--- config.mk ---
export PLATFORM = sky130hd
export DESIGN_NAME = sdram_word_port_flat
export DESIGN_NICKNAME = d
export VERILOG_FILES = /design/src/rtl/sdram_word_port_if.sv /design/src/rtl/sdram_word_port.sv /design/src/flat_wrapper.sv
export SDC_FILE = /design/constraint.sdc
export NUM_CORES = 1
export LEC_CHECK = 0
export CORE_MARGIN = 4
export CORE_UTILIZATION = 25
export CTS_CLUSTER_SIZE = 30
export DETAILED_ROUTE_END_ITERATION = 12
export PLACE_DENSITY = 0.48
export SLEW_MARGIN = 10
export SYNTH_ARGS = -nofsm -noshare
export SYNTH_HDL_FRONTEND = slang
export SYNTH_SLANG_ARGS = --single-unit
--- constraint.sdc ---
create_clock -name clk -period 4.91 [get_ports clk]
set_clock_uncertainty 0.1 [all_clocks]
set_input_delay 1.2275 -clock clk [delete_from_list [all_inputs] [get_ports clk]]
set_output_delay 1.2275 -clock clk [all_outputs]
set_load 0.02 [all_outputs]
--- src/rtl/sdram_word_port_if.sv ---
// Bundle of the CPU word-request port and the SDRAM controller halfword port.
// slave = word-port view, master = CPU plus controller environment.
interface sdram_word_port_if;
   logic        cpu_req;
   logic        cpu_we;
   logic [22:0] cpu_addr;
   logic [31:0] cpu_wdata;
   logic [31:0] cpu_rdata;
   logic        cpu_ready;
   logic        busy;

   logic        sdram_wr_req;
   logic        sdram_rd_req;
   logic        sdram_wr_ack;
   logic        sdram_rd_ack;
   logic [23:0] sdram_wr_addr;
   logic [23:0] sdram_rd_addr;
   logic [9:0]  sdram_wr_burst;
   logic [9:0]  sdram_rd_burst;
   logic [15:0] sdram_din;
   logic [15:0] sdram_dout;
   logic        sdram_init_done;
   logic        about_to_refresh;
   logic        idle;

   modport slave (
      input  cpu_req, cpu_we, cpu_addr, cpu_wdata,
      output cpu_rdata, cpu_ready, busy,
      output sdram_wr_req, sdram_rd_req, sdram_wr_addr, sdram_rd_addr,
      output sdram_wr_burst, sdram_rd_burst, sdram_din,
      input  sdram_wr_ack, sdram_rd_ack, sdram_dout,
      input  sdram_init_done, about_to_refresh, idle
   );

   modport master (
      output cpu_req, cpu_we, cpu_addr, cpu_wdata,
      input  cpu_rdata, cpu_ready, busy,
      input  sdram_wr_req, sdram_rd_req, sdram_wr_addr, sdram_rd_addr,
      input  sdram_wr_burst, sdram_rd_burst, sdram_din,
      output sdram_wr_ack, sdram_rd_ack, sdram_dout,
      output sdram_init_done, about_to_refresh, idle
   );
endinterface

--- src/rtl/sdram_word_port.sv ---
// Splits 32-bit CPU word accesses into two 16-bit SDRAM controller beats.
//   state  | meaning
//   S_IDLE | waiting for cpu_req, busy=0
//   S_WAIT | request latched, waiting for controller ready and no pending refresh
//   S_REQ  | wr/rd request held until the first ack (beat 0)
//   S_XFER | request dropped, waiting for the beat 1 ack
//   S_DONE | one-cycle cpu_ready, back to idle next
module sdram_word_port #(
   parameter int BURST_LEN = 2
) (
   input  logic              clk,
   input  logic              rst_n,
   sdram_word_port_if.slave  bus
);

   typedef enum logic [2:0] {
      S_IDLE,
      S_WAIT,
      S_REQ,
      S_XFER,
      S_DONE
   } state_t;

   state_t      state;
   logic        we_q;
   logic [22:0] addr_q;
   logic [31:0] wdata_q;
   logic        beat;
   logic [15:0] rbuf;
   logic [31:0] rdata_q;
   logic        busy_q;
   logic        ready_q;
   logic        wr_req_q;
   logic        rd_req_q;
   logic        ack;
   logic        sdram_ok;

   // Only the ack matching the latched direction is ever looked at.
   assign ack      = we_q ? bus.sdram_wr_ack : bus.sdram_rd_ack;
   assign sdram_ok = bus.sdram_init_done && bus.idle && !bus.about_to_refresh;

   always_ff @(posedge clk or negedge rst_n) begin
      if (!rst_n) begin
         state    <= S_IDLE;
         we_q     <= 1'b0;
         addr_q   <= '0;
         wdata_q  <= '0;
         beat     <= 1'b0;
         rbuf     <= '0;
         rdata_q  <= '0;
         busy_q   <= 1'b0;
         ready_q  <= 1'b0;
         wr_req_q <= 1'b0;
         rd_req_q <= 1'b0;
      end else begin
         ready_q <= 1'b0;
         case (state)
            S_IDLE: begin
               if (bus.cpu_req) begin
                  we_q    <= bus.cpu_we;
                  addr_q  <= bus.cpu_addr;
                  wdata_q <= bus.cpu_wdata;
                  beat    <= 1'b0;
                  busy_q  <= 1'b1;
                  state   <= S_WAIT;
               end
            end
            S_WAIT: begin
               if (sdram_ok) begin
                  wr_req_q <= we_q;
                  rd_req_q <= !we_q;
                  state    <= S_REQ;
               end
            end
            S_REQ: begin
               // Refresh warnings are no longer honoured once the request is out.
               if (ack) begin
                  wr_req_q <= 1'b0;
                  rd_req_q <= 1'b0;
                  if (!we_q) rbuf <= bus.sdram_dout;
                  beat  <= 1'b1;
                  state <= S_XFER;
               end
            end
            S_XFER: begin
               if (ack) begin
                  if (!we_q) rdata_q <= {bus.sdram_dout, rbuf};
                  beat    <= 1'b0;
                  ready_q <= 1'b1;
                  state   <= S_DONE;
               end
            end
            S_DONE: begin
               busy_q <= 1'b0;
               state  <= S_IDLE;
            end
            default: state <= S_IDLE;
         endcase
      end
   end

   assign bus.cpu_rdata      = rdata_q;
   assign bus.cpu_ready      = ready_q;
   assign bus.busy           = busy_q;
   assign bus.sdram_wr_req   = wr_req_q;
   assign bus.sdram_rd_req   = rd_req_q;
   assign bus.sdram_wr_addr  = {addr_q, 1'b0};
   assign bus.sdram_rd_addr  = {addr_q, 1'b0};
   assign bus.sdram_wr_burst = 10'(BURST_LEN);
   assign bus.sdram_rd_burst = 10'(BURST_LEN);
   // Beat data must be valid in the same cycle as its ack.
   assign bus.sdram_din      = beat ? wdata_q[31:16] : wdata_q[15:0];

endmodule

--- src/flat_wrapper.sv ---
// flat-port wrapper written by rule: the top's interface ports become plain ports
module sdram_word_port_flat 
#(
   parameter int BURST_LEN = 2
)
  (clk, rst_n, bus_cpu_req, bus_cpu_we, bus_cpu_addr, bus_cpu_wdata, bus_cpu_rdata, bus_cpu_ready, bus_busy, bus_sdram_wr_req, bus_sdram_rd_req, bus_sdram_wr_addr, bus_sdram_rd_addr, bus_sdram_wr_burst, bus_sdram_rd_burst, bus_sdram_din, bus_sdram_wr_ack, bus_sdram_rd_ack, bus_sdram_dout, bus_sdram_init_done, bus_about_to_refresh, bus_idle);
  sdram_word_port_if bus_i ();
  input  logic clk;
  input  logic rst_n;
  input wire logic [$bits(bus_i.cpu_req)-1:0] bus_cpu_req;
  input wire logic [$bits(bus_i.cpu_we)-1:0] bus_cpu_we;
  input wire logic [$bits(bus_i.cpu_addr)-1:0] bus_cpu_addr;
  input wire logic [$bits(bus_i.cpu_wdata)-1:0] bus_cpu_wdata;
  output wire logic [$bits(bus_i.cpu_rdata)-1:0] bus_cpu_rdata;
  output wire logic [$bits(bus_i.cpu_ready)-1:0] bus_cpu_ready;
  output wire logic [$bits(bus_i.busy)-1:0] bus_busy;
  output wire logic [$bits(bus_i.sdram_wr_req)-1:0] bus_sdram_wr_req;
  output wire logic [$bits(bus_i.sdram_rd_req)-1:0] bus_sdram_rd_req;
  output wire logic [$bits(bus_i.sdram_wr_addr)-1:0] bus_sdram_wr_addr;
  output wire logic [$bits(bus_i.sdram_rd_addr)-1:0] bus_sdram_rd_addr;
  output wire logic [$bits(bus_i.sdram_wr_burst)-1:0] bus_sdram_wr_burst;
  output wire logic [$bits(bus_i.sdram_rd_burst)-1:0] bus_sdram_rd_burst;
  output wire logic [$bits(bus_i.sdram_din)-1:0] bus_sdram_din;
  input wire logic [$bits(bus_i.sdram_wr_ack)-1:0] bus_sdram_wr_ack;
  input wire logic [$bits(bus_i.sdram_rd_ack)-1:0] bus_sdram_rd_ack;
  input wire logic [$bits(bus_i.sdram_dout)-1:0] bus_sdram_dout;
  input wire logic [$bits(bus_i.sdram_init_done)-1:0] bus_sdram_init_done;
  input wire logic [$bits(bus_i.about_to_refresh)-1:0] bus_about_to_refresh;
  input wire logic [$bits(bus_i.idle)-1:0] bus_idle;
  assign bus_i.cpu_req = bus_cpu_req;
  assign bus_i.cpu_we = bus_cpu_we;
  assign bus_i.cpu_addr = bus_cpu_addr;
  assign bus_i.cpu_wdata = bus_cpu_wdata;
  assign bus_cpu_rdata = bus_i.cpu_rdata;
  assign bus_cpu_ready = bus_i.cpu_ready;
  assign bus_busy = bus_i.busy;
  assign bus_sdram_wr_req = bus_i.sdram_wr_req;
  assign bus_sdram_rd_req = bus_i.sdram_rd_req;
  assign bus_sdram_wr_addr = bus_i.sdram_wr_addr;
  assign bus_sdram_rd_addr = bus_i.sdram_rd_addr;
  assign bus_sdram_wr_burst = bus_i.sdram_wr_burst;
  assign bus_sdram_rd_burst = bus_i.sdram_rd_burst;
  assign bus_sdram_din = bus_i.sdram_din;
  assign bus_i.sdram_wr_ack = bus_sdram_wr_ack;
  assign bus_i.sdram_rd_ack = bus_sdram_rd_ack;
  assign bus_i.sdram_dout = bus_sdram_dout;
  assign bus_i.sdram_init_done = bus_sdram_init_done;
  assign bus_i.about_to_refresh = bus_about_to_refresh;
  assign bus_i.idle = bus_idle;
  sdram_word_port #(.BURST_LEN(BURST_LEN)) u_core (.clk(clk), .rst_n(rst_n), .bus(bus_i));
endmodule
Word-level counts from Yosys, hierarchy flattened
Index checks and enable logic that the tools add are counted.
Widths: inputs -> output; s select.
{"block": "classes", "eq_ne": 8, "muxes": 19, "bitwise": 1, "n_reduce_logical": 15}
{"cell": "$mux 16", "n": 1}
{"cell": "$mux 3", "n": 4}
{"cell": "$pmux 3 s4", "n": 1}
{"cell": "$mux 1", "n": 9}
{"cell": "$reduce_and 3->1", "n": 3}
{"cell": "$reduce_and 4->1", "n": 2}
{"cell": "$eq 3x2->1 const B", "n": 2}
{"cell": "$ne 2x1->1 const B", "n": 3}
{"cell": "$pmux 1 s2", "n": 3}
{"cell": "$reduce_and 2->1", "n": 2}
{"cell": "$reduce_bool 2->1", "n": 2}
{"cell": "$eq 3x1->1 const B", "n": 1}
{"cell": "$eq 3x3->1 const B", "n": 1}
{"cell": "$logic_not 3->1", "n": 1}
{"cell": "$pmux 1 s3", "n": 1}
{"cell": "$reduce_bool 3->1", "n": 1}
{"cell": "$logic_and 1x1->1", "n": 2}
{"cell": "$logic_not 1->1", "n": 2}
{"cell": "$ne 2x2->1 const B", "n": 1}
{"cell": "$not 1->1", "n": 1}
{"block": "totals", "reg_bits": 112, "input_bits": 80, "output_inout_bits": 120, "word_cells": 54}

Logic depth before layout (Yosys ltp)
{"block": "logic_depth", "depth_word": 4, "mapped_depth": 6, "ltp_nobuf": 3}

Least setup slack after synthesis
Ideal clock, no wire load.
{"block": "synth_path", "path_kind": "register to output", "startpoint": "register u_core.beat", "endpoint": "output port bus_sdram_din[0]", "t_arrival_ps": 1225, "setup_slack_ps": 2357, "path_stages_with_launch": 4, "n_path_buf": 2, "path_cell_list": "dfrtp_1 clkbuf_1 buf_2 mux2_2"}
{"block": "synth_via", "elab_chain_cells": 1}
{"item": "from (decl)", "line_no": "sdram_word_port.sv:28", "rtl": "logic beat;"}
{"item": "from (signal assigned)", "line_no": "sdram_word_port.sv:48", "rtl": "beat <= 1'b0;"}
{"item": "from (signal assigned)", "line_no": "sdram_word_port.sv:63", "rtl": "beat <= 1'b0;"}
{"item": "from (signal assigned)", "line_no": "sdram_word_port.sv:81", "rtl": "beat <= 1'b1;"}
{"item": "$mux 16", "line_no": "sdram_word_port.sv:112", "rtl": "assign bus.sdram_din = beat ? wdata_q[31:16] : wdata_q[15:0];"}
{"item": "to (decl)", "line_no": "flat_wrapper.sv:23", "rtl": "output wire logic [$bits(bus_i.sdram_din)-1:0] bus_sdram_din;"}
Every way passes these cells.

Final worst setup path
{"block": "layout_path", "startpoint": "register u_core.beat", "endpoint": "output port bus_sdram_din[8]"}
The elaborated chain is that of the path after synthesis.

==> summary by stage <==
Clocking
Counting the buffers created by CTS gives 9. Clock tree synthesis selected as its root buffer the cell clkbuf_16. Hold repair after CTS inserted 0 buffers. The clock slew seen by the registers of the worst setup and hold paths is about 80 ps. Clock latency on the worst-skew pair, taken at its later pin, is around 350 ps. In this run the number of H-tree levels came out at 3. No sink is reached through more buffers than the 2 on the longest clock path. The number of instances resized during post-cts repair is 0. The TritonCTS clock tree is yes.

The clock drives around 110 sinks. Buffers added to address setup during post-CTS repair amount to 0.

Synth
The share of the synthesized area in the top cell type is 0.575. The number of distinct library cell variants in the gate-level netlist after synthesis is 26. The number of enable flip-flop cells after synthesis is 0. By area the synthesized netlist is led by dfrtp_1 57%, mux2_2 23%, buf_4 7.7%, mux2_1 4.8%, buf_6 1.8%. The mapped netlist covers a little under 0.005 mm². By instance count, the leading cell after synthesis is dfrtp_1. The count of state elements after synthesis is roughly 110. The proportion of register bits with asynchronous set or reset after synthesis is 1.00. The sequential-to-total area share from yosys stat is 0.575. The number of instances in the synthesized netlist is roughly 330.

Summed over all instances, the cell type with the most area after synthesis is dfrtp_1. The dominant synthesized flop cell is dfrtp_1. In the synthesized netlist, the cells that appear most often are 112 x dfrtp_1, 98 x mux2_2, 50 x buf_4. The number of warnings printed during yosys synthesis is 0. The average cell area after synthesis is between 10 and 15 µm².

Pwr
Summed over all nets, the switching power comes to 1670 µW. The relative contribution of the clock network to total power is 0.180. The switching portion of total power is 0.350. Of the total power, combinational logic draws 0.472. The share of total power dissipated in sequential elements is 0.348. The total power per unit cell area is 683 mW/mm². The reported leakage power is between 0.002 and 0.003 µW. Cell internal power was estimated by the tool at 3090 µW.

The maximum ir drop on the vdd rail is approximately 0.00027 V.

Setup path
At the worst endpoint, the arrival time is about 2300 ps. The critical path is of the flop to primary output type. Data on the critical path is required at its endpoint by roughly 3600 ps. The worst setup path is launched from a flop. The critical-path maximum fanout is 17. The endpoint kind of the worst setup timing path is a primary output.

Drt
For this run, the detailed router's first-pass iteration total came to 4. The via total after detailed routing is 3034. The final layout contains routed wiring with a total length of between 10000 and 15000 µm. In the routed design, unresolved DRC markers number 0. The detail-routed net length per standard cell is around 16 µm. The count of nets left with antenna violations once routing finished came out at 0. The count of routing violations after the opening detailed-route iteration is 30. The via density per instance is 4.07.

Timing
The headroom to the max-slew limit is 0.366. The number of slew-limit violations in the final report was 0. Setup repair after global routing left no endpoint under its margin. The final number of setup-violating endpoints is 0. At the pin with the least slew margin, the transition time is between 900 and 1000 ps.

In the finished design, the share of the clock period the worst path needs comes to 0.741. Summed over all failing endpoints, the final setup total negative slack is 0 ps. After layout, the minimum clock period comes to ~3600 ps.

The count of endpoints failing hold in the final timing report was 0. The worst-case hold slack is 383 ps. The highest achievable clock rate is between 200 and 300 MHz.

Global route
After global routing the overflow that remains totals 0. The number of antenna violations at the first check in global routing is 1. The maximum number of pins on one net before global-route repair is 63. The overall global routing resource usage is 0.107. The first global-routing pass estimated 18400 µm of wire.

The number of global-route vias before repair is approximately 3300.

Placed design
The final estimated routing congestion in global placement is about 0.70. The number of port buffers is approximately 180. The number of cells after detailed placement is between 700 and 800.

The placed wire-length estimate after detailed placement is just over 8000 µm.

Floorplanning
Row generation in the floorplan step produced 50 rows. The floorplan step set the die width to approximately 150 µm. The initial utilization of the core area, before any placement, comes to 0.257. During I/O placement, the number of pins put on the boundary was 200. The die height is about 150 µm. The core area is ~0.019 mm². The die area is 0.0218 mm².

Layout
Once layout is complete, the utilization of the core stands at 0.367. After the flow finishes, the layout carries non-filler instances totaling 746. The fill cell instance count of the final layout is 1848.

In the final layout, the share of cells above drive strength 1 is 0.253. In the final design database the tool counted 561 nets. Relative to the synthesized area, the layout overhead comes to 42.8%. The count of inserted antenna diode cells is 0.

Status
The run finished with clean final reports.

Flow run
Max-cap violations in this run came to 0.

Hold path
The worst hold path class is flop to flop.
sequential cells by signal (all words and copies together), names as in the netlist:
signal                   cells
u_core.addr_q               23
u_core.beat                  1
u_core.bus.busy              1
u_core.bus.cpu_rdata        32
u_core.bus.cpu_ready         1
u_core.bus.sdram_rd_req      1
u_core.bus.sdram_wr_req      1
u_core.rbuf                 16
u_core.state                 3
u_core.wdata_q              32
u_core.we_q                  1
kinds of logic (layout without fill, tap and decap cells):
kind of cell | count (synthesis) | after routing | share of synthesized area
mux | 121 | 121 | 0.279
compound gates | 12 | 12 | 0.0149
other cells | 2 | 22 | 0.00154
buf+inv | 64 | 201 | 0.100
simple gates | 18 | 18 | 0.0295
flops | 112 | 112 | 0.575
power by group through the flow:
stage | combinational, µW | clock (µW) | sequential, µW
detailed placement | 2280 | 0 | 1680
CTS | 2280 | 898 | 1660
floorplan | 1210 | 0 | 1830
finish | 2240 | 858 | 1650
global placement | 2260 | 0 | 1660
global route | 2390 | 931 | 1720
routing by layer:
layer | GRT usage | up-vias | part of all wire
li1 | - | 1389 | -
met1 | 0.131 | 1493 | 0.41
met2 | 0.168 | 139 | 0.44
met3 | 0.0494 | 11 | 0.13
met4 | 0.0391 | 2 | 0.013
met5 | 0 | - | 0.00060
through the flow:
stage	total power, µW	setup WS [ps]	cell area, µm²
after floorplan	3040	2360	4950
after global placement	3920	1620	6610
after detailed placement	3950	1590	6610
after CTS	4850	1180	6960
after global routing	5050	1150	6960
final	4760	1270	6960
layout make-up:
class	count	area [µm²]	share of cell area
clock buffers	9	225	0.0323
clock inverters	7	125	0.0180
inverters	4	15.0	0.00216
multi-input cells	173	1660	0.238
flip-flops and latches	112	2800	0.402
well taps	260	325	0.0467
repair buffers	181	1810	0.260
path summary, 6_finish.rpt:
check,from,end,slack [ps],cells after the start
worst max-delay path,u_core.beat$_DFFE_PN0P_,bus_sdram_din[8],1270,2
worst min-delay path,u_core.wdata_q[29]$_DFFE_PN0P_,u_core.wdata_q[29]$_DFFE_PN0P_,380,1
worst max register to register,u_core.state[1]$_DFFE_PN0P_,u_core.bus.cpu_rdata[28]$_DFFE_PN0P_,2880,4
worst min register to register,u_core.wdata_q[29]$_DFFE_PN0P_,u_core.wdata_q[29]$_DFFE_PN0P_,380,1
max in group asynchronous,rst_n,u_core.wdata_q[14]$_DFFE_PN0P_,3100,2
min in group asynchronous,rst_n,u_core.bus.cpu_rdata[17]$_DFFE_PN0P_,800,1
worst max-delay path, cell delays in order, from the launching register on:
cell             delay, ps
dfrtp_1                970
mux2_2                 420
clkdlybuf4s50_1        570
cells in the final DEF (no fill, tap or decap), types with 2 or more instances in the layout:
cell             Yosys  layout
clkdlybuf4s50_1      0     176
dfrtp_1            112     112
mux2_2              98      98
conb_1               2      22
mux2_1              21      21
clkbuf_16            0       9
inv_1                4       4
nor2_1               4       4
a21oi_1              4       4
buf_4               50       4
o211ai_1             3       3
o21ai_0              3       3
bufinv_16            0       3
mux2i_1              2       2
nor3_1               2       2
nand2b_1             2       2
nor4b_4              2       2
nand3_1              2       2
clkinv_4             0       2
inv_6                0       2
No activity file was read; power rests on OpenSTA's default activity.
